[src/rtl/pipe_fetch_ctrl_if.sv]
// pipe_fetch_ctrl_if
//   Fetch handshake between the IF sequencing controller and the
//   instruction memory.
//   imem_req : controller -> memory, fetch request at the current PC
//   imem_ack : memory -> controller, instruction valid this cycle
//              (meaningful only while imem_req is high)
interface pipe_fetch_ctrl_if;
    logic imem_req;
    logic imem_ack;

    modport master (output imem_req, input imem_ack);
    modport slave  (input imem_req, output imem_ack);
endinterface

[src/rtl/pipe_fetch_ctrl.sv]
// pipe_fetch_ctrl
//   Sequencing controller for the IF stage of the 5-stage pipeline.
//   Drives PC write enable, next-PC select, IF/ID write/flush and the
//   ID/EX bubble. Handles a variable-latency instruction memory,
//   load-use hazards from EX and taken branches resolved in ID.
//
//   Ports:
//     clk             clock, rising edge
//     clrn            asynchronous reset, active-high
//     imem            fetch handshake (master side: req out, ack in)
//     id_valid        IF/ID holds a real instruction
//     id_rs, id_rt    source register fields of the ID instruction
//     id_uses_rt      ID instruction reads rt
//     id_branch_taken branch/jump resolved taken in ID
//     ex_memread      EX instruction is a load
//     ex_rd           destination register of the EX instruction
//     pc_we           PC write enable
//     pc_sel          0 = PC+4, 1 = branch target
//     ifid_we         IF/ID write enable
//     ifid_flush      clear IF/ID to a bubble on the next edge
//     idex_bubble     bubble into ID/EX, hold ID
//     fetch_err       sticky memory-timeout flag
//     stall_cnt       saturating count of stall cycles
module pipe_fetch_ctrl #(
    parameter int unsigned RESET_DELAY = 2,
    parameter int unsigned MAX_WAIT    = 8,
    parameter int unsigned CNT_W       = 16
) (
    input  logic               clk,
    input  logic               clrn,
    pipe_fetch_ctrl_if.master  imem,
    input  logic               id_valid,
    input  logic [4:0]         id_rs,
    input  logic [4:0]         id_rt,
    input  logic               id_uses_rt,
    input  logic               id_branch_taken,
    input  logic               ex_memread,
    input  logic [4:0]         ex_rd,
    output logic               pc_we,
    output logic               pc_sel,
    output logic               ifid_we,
    output logic               ifid_flush,
    output logic               idex_bubble,
    output logic               fetch_err,
    output logic [CNT_W-1:0]   stall_cnt
);

    typedef enum logic [1:0] {
        S_INIT  = 2'd0,
        S_FETCH = 2'd1,
        S_DRAIN = 2'd2,
        S_ERR   = 2'd3
    } state_t;

    localparam logic [3:0] DLY_LAST = 4'(RESET_DELAY - 1);
    localparam logic [7:0] WAIT_LIM = 8'(MAX_WAIT);

    state_t     state_q, state_d;
    logic [3:0] dly_q, dly_d;
    logic [7:0] wait_q, wait_d;
    logic [7:0] wait_inc;
    logic       timeout;
    logic       hazard;
    logic       stall_inc;
    logic       err_set;

    assign hazard = id_valid & ex_memread & (ex_rd != '0) &
                    ((ex_rd == id_rs) | (id_uses_rt & (ex_rd == id_rt)));

    // The miss happening this cycle would bring the wait count to MAX_WAIT.
    assign wait_inc = wait_q + 8'd1;
    assign timeout  = (wait_inc == WAIT_LIM);

    always_ff @(posedge clk or posedge clrn) begin
        if (clrn) begin
            state_q   <= S_INIT;
            dly_q     <= '0;
            wait_q    <= '0;
            stall_cnt <= '0;
            fetch_err <= 1'b0;
        end else begin
            state_q <= state_d;
            dly_q   <= dly_d;
            wait_q  <= wait_d;
            if (stall_inc && (stall_cnt != '1))
                stall_cnt <= stall_cnt + 1'b1;
            if (err_set)
                fetch_err <= 1'b1;
        end
    end

    always_comb begin
        state_d       = state_q;
        dly_d         = dly_q;
        wait_d        = wait_q;
        stall_inc     = 1'b0;
        err_set       = 1'b0;
        imem.imem_req = 1'b0;
        pc_we         = 1'b0;
        pc_sel        = 1'b0;
        ifid_we       = 1'b0;
        ifid_flush    = 1'b0;
        idex_bubble   = 1'b0;

        unique case (state_q)
            S_INIT: begin
                if (dly_q == DLY_LAST)
                    state_d = S_FETCH;
                else
                    dly_d = dly_q + 4'd1;
            end

            S_FETCH: begin
                if (hazard) begin
                    // No request: any ack this cycle is ignored by contract.
                    idex_bubble = 1'b1;
                    stall_inc   = 1'b1;
                end else if (id_branch_taken) begin
                    imem.imem_req = 1'b1;
                    pc_we         = 1'b1;
                    pc_sel        = 1'b1;
                    ifid_flush    = 1'b1;
                    if (imem.imem_ack) begin
                        wait_d = '0;
                    end else begin
                        // Wrong-path fetch still outstanding; keep ageing it.
                        wait_d = wait_inc;
                        if (timeout) begin
                            err_set = 1'b1;
                            state_d = S_ERR;
                        end else begin
                            state_d = S_DRAIN;
                        end
                    end
                end else begin
                    imem.imem_req = 1'b1;
                    if (imem.imem_ack) begin
                        pc_we   = 1'b1;
                        ifid_we = 1'b1;
                        wait_d  = '0;
                    end else begin
                        stall_inc = 1'b1;
                        wait_d    = wait_inc;
                        if (timeout) begin
                            err_set = 1'b1;
                            state_d = S_ERR;
                        end
                    end
                end
            end

            S_DRAIN: begin
                imem.imem_req = 1'b1;
                ifid_flush    = 1'b1;
                stall_inc     = 1'b1;
                if (imem.imem_ack) begin
                    wait_d  = '0;
                    state_d = S_FETCH;
                end else begin
                    wait_d = wait_inc;
                    if (timeout) begin
                        err_set = 1'b1;
                        state_d = S_ERR;
                    end
                end
            end

            S_ERR: begin
            end

            default: state_d = S_INIT;
        endcase
    end

endmodule

[src/flat_wrapper.sv]
// flat-port wrapper written by rule: the top's interface ports become plain ports
module pipe_fetch_ctrl_flat 
#(
    parameter int unsigned RESET_DELAY = 2,
    parameter int unsigned MAX_WAIT    = 8,
    parameter int unsigned CNT_W       = 16
)
  (clk, clrn, id_valid, id_rs, id_rt, id_uses_rt, id_branch_taken, ex_memread, ex_rd, pc_we, pc_sel, ifid_we, ifid_flush, idex_bubble, fetch_err, stall_cnt, imem_imem_req, imem_imem_ack);
  pipe_fetch_ctrl_if imem_i ();
  input  logic clk;
  input  logic clrn;
  input  logic id_valid;
  input  logic [4:0] id_rs;
  input  logic [4:0] id_rt;
  input  logic id_uses_rt;
  input  logic id_branch_taken;
  input  logic ex_memread;
  input  logic [4:0] ex_rd;
  output logic pc_we;
  output logic pc_sel;
  output logic ifid_we;
  output logic ifid_flush;
  output logic idex_bubble;
  output logic fetch_err;
  output logic [CNT_W-1:0] stall_cnt;
  output wire logic [$bits(imem_i.imem_req)-1:0] imem_imem_req;
  input wire logic [$bits(imem_i.imem_ack)-1:0] imem_imem_ack;
  assign imem_imem_req = imem_i.imem_req;
  assign imem_i.imem_ack = imem_imem_ack;
  pipe_fetch_ctrl #(.RESET_DELAY(RESET_DELAY), .MAX_WAIT(MAX_WAIT), .CNT_W(CNT_W)) u_core (.clk(clk), .clrn(clrn), .imem(imem_i), .id_valid(id_valid), .id_rs(id_rs), .id_rt(id_rt), .id_uses_rt(id_uses_rt), .id_branch_taken(id_branch_taken), .ex_memread(ex_memread), .ex_rd(ex_rd), .pc_we(pc_we), .pc_sel(pc_sel), .ifid_we(ifid_we), .ifid_flush(ifid_flush), .idex_bubble(idex_bubble), .fetch_err(fetch_err), .stall_cnt(stall_cnt));
endmodule
[config.mk]
export PLATFORM = sky130hd
export DESIGN_NAME = pipe_fetch_ctrl_flat
export DESIGN_NICKNAME = d
export VERILOG_FILES = /design/src/rtl/pipe_fetch_ctrl_if.sv /design/src/rtl/pipe_fetch_ctrl.sv /design/src/flat_wrapper.sv
export SDC_FILE = /design/constraint.sdc
export NUM_CORES = 1
export LEC_CHECK = 0
export BUFFER_PORTS_ARGS = -buffer_cell sky130_fd_sc_hd__buf_2
export CAP_MARGIN = 20
export CORE_MARGIN = 2
export CORE_UTILIZATION = 39
export DETAILED_ROUTE_END_ITERATION = 12
export MAX_ROUTING_LAYER = met4
export SYNTH_ARGS = -nofsm -noshare
export SYNTH_HDL_FRONTEND = slang
export SYNTH_SLANG_ARGS = --single-unit
[constraint.sdc]
create_clock -name clk -period 2.6 [get_ports clk]
set_input_delay 0.78 -clock clk [delete_from_list [all_inputs] [get_ports clk]]
set_output_delay 0.78 -clock clk [all_outputs]
set_load 0.005 [all_outputs]
==> impl_summary.txt, run 1 <==
----------------------------------------------------
[Clocking]
  Number of buffers added by the clock tree synthesis step ... 5
  Clock tree from TritonCTS ... yes
  Number of sinks on the clock net ... 31
  Count of buffers added by post-CTS timing repair for setup ... 0
  Cts-stage hold buffer count ... 0
  Worst-Skew Late Latency ... 280 ps
  Clock tree root driver cell ... clkbuf_8
  CTS H-tree lvls ... 2
  Register clock-pin slew on the reported worst setup and hold paths ... 60 ps
  Bufs on Longest Clock Path ... 2

[Synthesis]
  Warnings, synthesis ... 0
  Syn Inst Count ... around 200
  Xor and xnor area share after synthesis ... 0.1303
  Simple-gate portion of the synthesized area ... 0.2193
  Mean instance size in the synthesized netlist ... ~9 µm²
  Proportion of synthesized area in mux cells ... 0.006207
  Netlist area before placement ... 1814 µm²
  Main combinational cell family by area after synthesis ... simple AND/OR/NAND/NOR gates
  Fraction of registers with async set or reset after synthesis ... 1.000
  Flops & latches, synth ... 31
  Synthesized Nets ... 227
  Share of synthesized area occupied by flip-flops and latches ... 0.4276
  Adder-cell area share of the yosys netlist ... 0.05517
  Dominant synthesized flop cell ... dfrtp_1
  Synth cell types ... 40
  Share of the synthesized area in compound gates (AO/OA/AOI/OAI) ... 0.1248
  Number of synthesized flops with an enable pin ... 0

[Setup path]
  Endpoint of the most critical register-to-register path ... u_core.stall_cnt[1]$_DFFE_PP0P_
  Crit start category ... input port
  Arrival time at the worst endpoint ... roughly 2100 ps
  Required time worst endpoint ... between 1500 and 2000 ps
  Category of the most critical setup path ... in2out
  First element of the critical path ... ex_rd[0]
  Nature of the critical path endpoint ... primary output
  Cell depth of the worst flop-to-flop path ... 7
  R2R Setup Slk ... approximately 650 ps
  Maximum fanout encountered on the critical timing path ... 4
  Launch instance of the worst register-to-register path ... u_core.state_q[1]$_DFFE_PP0P_

[Timing]
  Post-Route Skew ... roughly 3.7 ps
  Fraction of the cycle the final worst path needs ... 1.114
  Final critical path time including I/O delays and setup ... 2896 ps
  Number of endpoints failing setup at the final stage ... 6
  Total negative slack for setup checks ... -1425 ps
  Final worst setup slack ... -296.1 ps
  Peak Freq ... 345.3 MHz
  Final Hold Violating Endpoints ... 0
  Final Max Tran Viols ... 0
  Worst slew slack as a fraction of its limit ... 0.5718
  Worst hold slack after final layout ... 449.4 ps
  Slew at the pin with the worst max-slew slack ... 636.5 ps
  RSZ-0062 raised after global routing ... yes

[Global route]
  Met1 usage ... 0.2311
  Pin count of the biggest net entering global routing ... 32
  Overflow left after global routing ... 0
  Routing usage on met3 ... 0.03750
  Most used routing layer ... met2
  Via count of the first global-routing pass ... ~1400
  Overall Global Routing Usage ... 0.1714
  Global-route track usage on met2 ... 0.2508
  Antenna violations before repair ... 0
  Global-route wire length before repair ... 6720 µm

[Layout]
  Antenna diode count ... 0
  Area Growth Syn to Fin ... 27.45%
  Fill cell instance count of the final layout ... between 400 and 500
  Count of nets after finishing ... ~280
  Share of cells above drive strength 1 ... 0.3004

[Worst hold path]
  Path type of the worst min-delay path ... reg2reg
  Hold depth ... 1
  Destination of the worst hold path ... u_core.fetch_err$_DFFE_PP0P_
  Hold path startpoint ... u_core.fetch_err$_DFFE_PP0P_

[Floorplan]
  Vert. Die Dim ... approximately 72 µm
  Row Count ... 24
  Area of the placeable core ... approximately 4400 µm²
  Initial standard-cell utilization of the core ... 0.4110
  Die footprint ... 5214 µm²
  I/O Pins ... 45
  Die X ... a little over 70 µm

[Placed design]
  Global placer's final weighted congestion ... about 0.86
  Sum of net half-perimeters after detailed placement ... 2976 µm
  Count of input and output buffers ... between 40 and 50

[Power and ir drop]
  Overall power ... 1.750 mW
  Sequential share of power ... 0.393
  Pwr dens ... roughly 760 nW/µm²
  P_leak ... around 1.1 nW
  Cell internal power dissipation ... around 1.1 mW
  Sw Share ... 0.3774
  Logic pwr share ... 0.406
  Highest ir drop seen on vdd ... about 0.45 mV
  Clock share of power ... 0.201
  Net switching power ... between 0.6 and 0.7 mW

[Detailed routing]
  First-pass iteration count of the detailed router ... 4
  Number of design-rule violations left by the first detailed-router iteration ... between 80 and 90
  DRC violations left ... 0
  Post-detailed-route wirelength per cell ... between 10 and 15 µm
  Residual antenna-violating net count after detailed routing ... 0
  Via total after detailed routing ... roughly 1600
  Total Wirelength ... about 4000 µm
  Vias per cell ... between 5 and 6

[Run status]
  Failing checks ... setup timing
  Result of the run ... finished, violations left

[Flow run]
  Number of violations of the max-capacitance limit ... 0

----------------------------------------------------
[kinds of logic after synthesis]
logic type	count (synthesis)
multiplexers	1
buffers and inverters	15
AND/OR/NAND/NOR	79
adder cells (fa/ha/maj)	8
AO/OA/AOI/OAI	36
XOR/XNOR	27
flip-flops	31
[cell usage after synthesis (3+ instances only)]
| master | number | area (µm²) |
|---|---|---|
| a21oi_1 | 8 | 40.04 |
| a31oi_1 | 3 | 18.77 |
| and3_1 | 5 | 31.28 |
| clkbuf_1 | 3 | 11.26 |
| dfrtp_1 | 31 | 775.7 |
| ha_1 | 8 | 100.1 |
| inv_1 | 8 | 30.03 |
| nand2_1 | 20 | 75.07 |
| nand2b_1 | 3 | 18.77 |
| nand3_1 | 9 | 45.04 |
| nand4_1 | 14 | 87.58 |
| nor2_1 | 18 | 67.56 |
| o21ai_0 | 11 | 55.05 |
| o31ai_1 | 3 | 22.52 |
| xnor2_1 | 25 | 219.0 |
[stage by stage]
stage	setup WS, ps	area [µm²]	utilization	cells
4_1_cts	-282.3	2260	0.5119	305
6_report	-296.1	2312	0.5238	305
5_1_grt	-339.2	2312	0.5238	305
3_5_place_dp	-377.2	2161	0.4895	297
3_3_place_gp	-345.3	2161	0.4895	297
2_1_floorplan	-42.70	1817	-	197
[final cells by class]
type                       instances  area [µm²]  share of cell area
multi-input combinational        151        1032              0.4464
sequential                        31       775.7              0.3355
timing repair buffer              55       327.8              0.1418
clock buffer                       7       76.32             0.03301
tap                               52       65.06             0.02814
inverter                           8       30.03             0.01299
clock inverter                     1       5.005            0.002164
[how the worst max path moves through the flow]
| stage | to |
|---|---|
| after floorplan | ifid_flush |
| after global placement | imem_imem_req |
| after detailed placement | imem_imem_req |
| after CTS | ifid_we |
| after global routing | ifid_we |
| final | imem_imem_req |
[power by group through the flow]
stage	clock, mW	combinational [mW]	sequential [mW]
after floorplan	0	0.468	0.680
after global placement	0	0.672	0.696
after detailed placement	0	0.680	0.698
after CTS	0.365	0.697	0.690
after global routing	0.383	0.807	0.711
final	0.352	0.710	0.689
[critical path, stage by stage]
cell and delay, ps:
buf_6 90, or3_4 380, o311a_4 380, nand2_4 70
nand2_4 70, a21oi_2 200, buf_2 140
[layout by cell type (no fill, tap or decap), drive strengths merged, types with 2 or more instances in the layout]
master,n
nor2,18
a21oi,9
buf,55
clkbuf,7
o21ai,11
nand4,14
o31ai,3
nand3,10
and3,6
xor2,2
xnor2,25
nand2b,3
dfrtp,31
inv,8
a31oi,3
o21a,2
nand2,21
or4,2
ha,8
[sequential cells by signal (all words and copies together) (netlist names)]
name              cells
u_core.dly_q          4
u_core.state_q        2
u_core.wait_q         8
u_core.stall_cnt     16
u_core.fetch_err      1
[repair_timing]
| item | CTS | global route |
|---|---|---|
| resized for setup | 5 | 10 |
| pin swaps | 3 | 6 |
| endpoints found under the hold margin | 0 | 0 |
| endpoints found under the setup margin | 6 | 7 |
[metal layers]
metal / share of wire / vias up
li1: - / 802
met1: 0.50 / 742
met2: 0.45 / 20
met3: 0.028 / 9
met4: 0.019 / 0
met5: 0 / -
Power figures use the tool's default switching activity.
==> run 2: changes to the inputs <==
Settings changed: CORE_UTILIZATION 39 to 53, PLACE_DENSITY_LB_ADDON from default to 0.05.
Clock period 2.6 ns to 3.03 ns, I/O delays scaled along.
==> impl_summary.txt, run 2 (synthesis results as in run 1) <==
----------------------------------------------------
[Power and ir drop]
  Highest ir drop seen on vdd ... 0.3838 mV (-14%)
  Pwr dens ... 650.0 nW/µm² (-14%)
  P_leak ... 1.037 nW (-4.5%)

[Placed design]
  Sum of net half-perimeters after detailed placement ... 2853 µm (-4.1%)
  Placed Cells incl. Taps ... 286 (-3.7%)
  Global placer's final weighted congestion ... 0.8152 (-4.8%)
  Count of input and output buffers ... 44 (unchanged)
  Placed inst area ... 2101 µm² (-2.8%)

[Clocking]
  Clock tree root driver cell ... clkbuf_4
  Bufs on Longest Clock Path ... 2 (unchanged)
  Clock tree from TritonCTS ... yes
  Number of buffers added by the clock tree synthesis step ... 5 (unchanged)
  Worst-Skew Late Latency ... 340 ps (+60 ps)
  Number of sinks on the clock net ... 31 (unchanged)
  CTS H-tree lvls ... 2 (unchanged)
  Register clock-pin slew on the reported worst setup and hold paths ... 100 ps (+40 ps)
  Cts-stage hold buffer count ... 0 (unchanged)

[Worst hold path]
  Path type of the worst min-delay path ... reg2reg

[Floorplan]
  Row Count ... 21 (-13%)
  I/O Pins ... 45 (unchanged)
  Die footprint ... 3907 µm² (-25%)
  Die X ... 62.51 µm (-13%)
  Initial standard-cell utilization of the core ... 0.5480 (+0.1370)
  Vert. Die Dim ... 62.51 µm (-13%)
  Area of the placeable core ... 3311 µm² (-25%)

[Timing]
  Fraction of the cycle the final worst path needs ... 1.026
  Slew at the pin with the worst max-slew slack ... 677.1 ps (+40.55 ps)
  RSZ-0062 raised after global routing ... yes
  Worst slew slack as a fraction of its limit ... 0.5486 (-0.02323)
  Total negative slack for setup checks ... -188.7 ps (+1236 ps)
  Final Hold Violating Endpoints ... 0 (unchanged)
  Final critical path time including I/O delays and setup ... approximately 3100 ps
  Number of endpoints failing setup at the final stage ... 3 (-3)
  Peak Freq ... about 320 MHz
  Final Max Tran Viols ... 0 (unchanged)
  Worst hold slack after final layout ... 465.5 ps (+16.12 ps)
  Post-Route Skew ... 15.24 ps (+11.55 ps)
  Final worst setup slack ... -78.23 ps (+217.8 ps)

[Setup path]
  Cell-by-cell trace of the critical path ... buf_6 -> or3_4 -> o311a_1 -> nand2_1 -> nand2_2 -> nor2_2 -> o21a_1 -> buf_2
  R2R Setup Slk ... 790 ps (+140 ps)
  Nature of the critical path endpoint ... primary output
  Category of the most critical setup path ... in2out
  Crit start category ... input port
  Required time worst endpoint ... 2120 ps (+300 ps)
  Maximum fanout encountered on the critical timing path ... 4 (unchanged)
  Critical-path top delay cell ... or3_4
  Crit path largest cell delay ... 370 ps (about the same)
  Arrival time at the worst endpoint ... 2200 ps (+80 ps)

[Layout]
  Final design instance area without fill ... 2201 µm² (-4.8%)
  Post-Route Utilization ... 0.6648 (+0.1410)
  Flip-flop count of the largest register after layout ... 16 (unchanged)
  Register with the most flip-flops ... u_core.stall_cnt
  Top flop regs ... u_core.stall_cnt (16), u_core.wait_q (8), u_core.dly_q (4)
  Count of nets after finishing ... 277 (-1.8%)
  Highest-count cells in the layout ignoring fill and taps ... 42 x buf_2, 31 x dfrtp_1, 25 x xnor2_1
  Area Growth Syn to Fin ... 21.31%
  Non-filler cells in the finished layout ... 294 (-3.6%)
  Antenna diode count ... 0 (unchanged)
  Share of cells above drive strength 1 ... 0.2702 (-0.03023)
  Most common cell after layout, fill and taps aside ... buf_2

[Detailed routing]
  Total Wirelength ... 3953 µm (about the same)
  DRC violations left ... 0 (unchanged)
  Length of routed met2 wiring ... 1902 µm (+6.0%)
  Post-Route M1 WL ... 1765 µm (-10%)
  Residual antenna-violating net count after detailed routing ... 0 (unchanged)
  Uppermost metal layer occupied by signal nets ... met4
  Vias per cell ... 5.507 (+6.8%)
  Number of design-rule violations left by the first detailed-router iteration ... 104 (+24%)
  Post-detailed-route wirelength per cell ... 13.45 µm (+3.8%)
  Sum of met3 wire segment lengths after detailed routing ... 242 µm (+120%)
  First-pass iteration count of the detailed router ... 4 (unchanged)
  Via total after detailed routing ... 1619 (+2.9%)

[Run status]
  Result of the run ... finished, violations left
  Failing checks ... setup timing

[Global route]
  Antenna violations before repair ... 0 (unchanged)
  Overall Global Routing Usage ... 0.2285 (+0.05711)
  Overflow left after global routing ... 0 (unchanged)
  Global-route wire length before repair ... 6900 µm (+2.7%)
  Pin count of the biggest net entering global routing ... 32 (unchanged)
  Via count of the first global-routing pass ... 1520 (+6.1%)

[Flow run]
  Number of violations of the max-capacitance limit ... 0 (unchanged)

----------------------------------------------------
run 2: cell count changes in the layout (fill, tap and decap cells not counted), moves of 2 or more:
cell	before	now
nand2_4	2	0
clkbuf_4	0	5
buf_4	10	6
clkbuf_8	5	2
run 2: repair_timing:
item                                    CTS  global route
pin swaps                                 2             3
cloned                                    0             0
gates resized for setup                   6             2
setup buffers                             1             0
endpoints found under the setup margin    4             6
run 2: area by class of cell:
class,count,area [µm²]
Multi-Input combinational cell,151,991.0
Sequential cell,31,775.7
Timing Repair Buffer,50,277.8
Clock buffer,8,68.82
Tap cell,46,57.56
Fill cell,302,1110
Inverter,8,30.03
run 2: layer usage:
layer | vias to the layer above | GRT usage
li1 | 792 | -
met4 | 0 | 0.07500
met1 | 772 | 0.2803
met3 | 5 | 0.06126
met5 | - | -
met2 | 50 | 0.3683
run 2: through the flow:
stage,power [mW],setup WS (ps)
finish,1.431,-78.23
global route,1.554,-156.2
CTS,1.444,-106.1
detailed placement,1.146,-146.0
global placement,1.115,-95.24
floorplan,0.9828,99.59
run 2: path summary, 6_finish.rpt:
path,start,end,cells past startpoint
max in group asynchronous,clrn,u_core.stall_cnt[9]$_DFFE_PP0P_,3
worst max-delay path,ex_rd[1],ifid_flush,8
worst min-delay path,u_core.fetch_err$_DFFE_PP0P_,u_core.fetch_err$_DFFE_PP0P_,1
worst min register to register,u_core.fetch_err$_DFFE_PP0P_,u_core.fetch_err$_DFFE_PP0P_,1
worst max register to register,u_core.state_q[1]$_DFFE_PP0P_,u_core.stall_cnt[13]$_DFFE_PP0P_,7
min in group asynchronous,clrn,u_core.wait_q[6]$_DFFE_PP0P_,3
run 2: report_power, final:
part	total, mW	internal, mW	switching [mW]
clock network	0.281	0.136	0.145
registers	0.592	0.498	0.0941
logic	0.557	0.242	0.316
total	1.43	0.876	0.555
run 2: critical path, delay by kind of cell:
kind,cells,cell delay [ps]
buf+inv,2,190
simple gates,4,670
compound gates,2,420
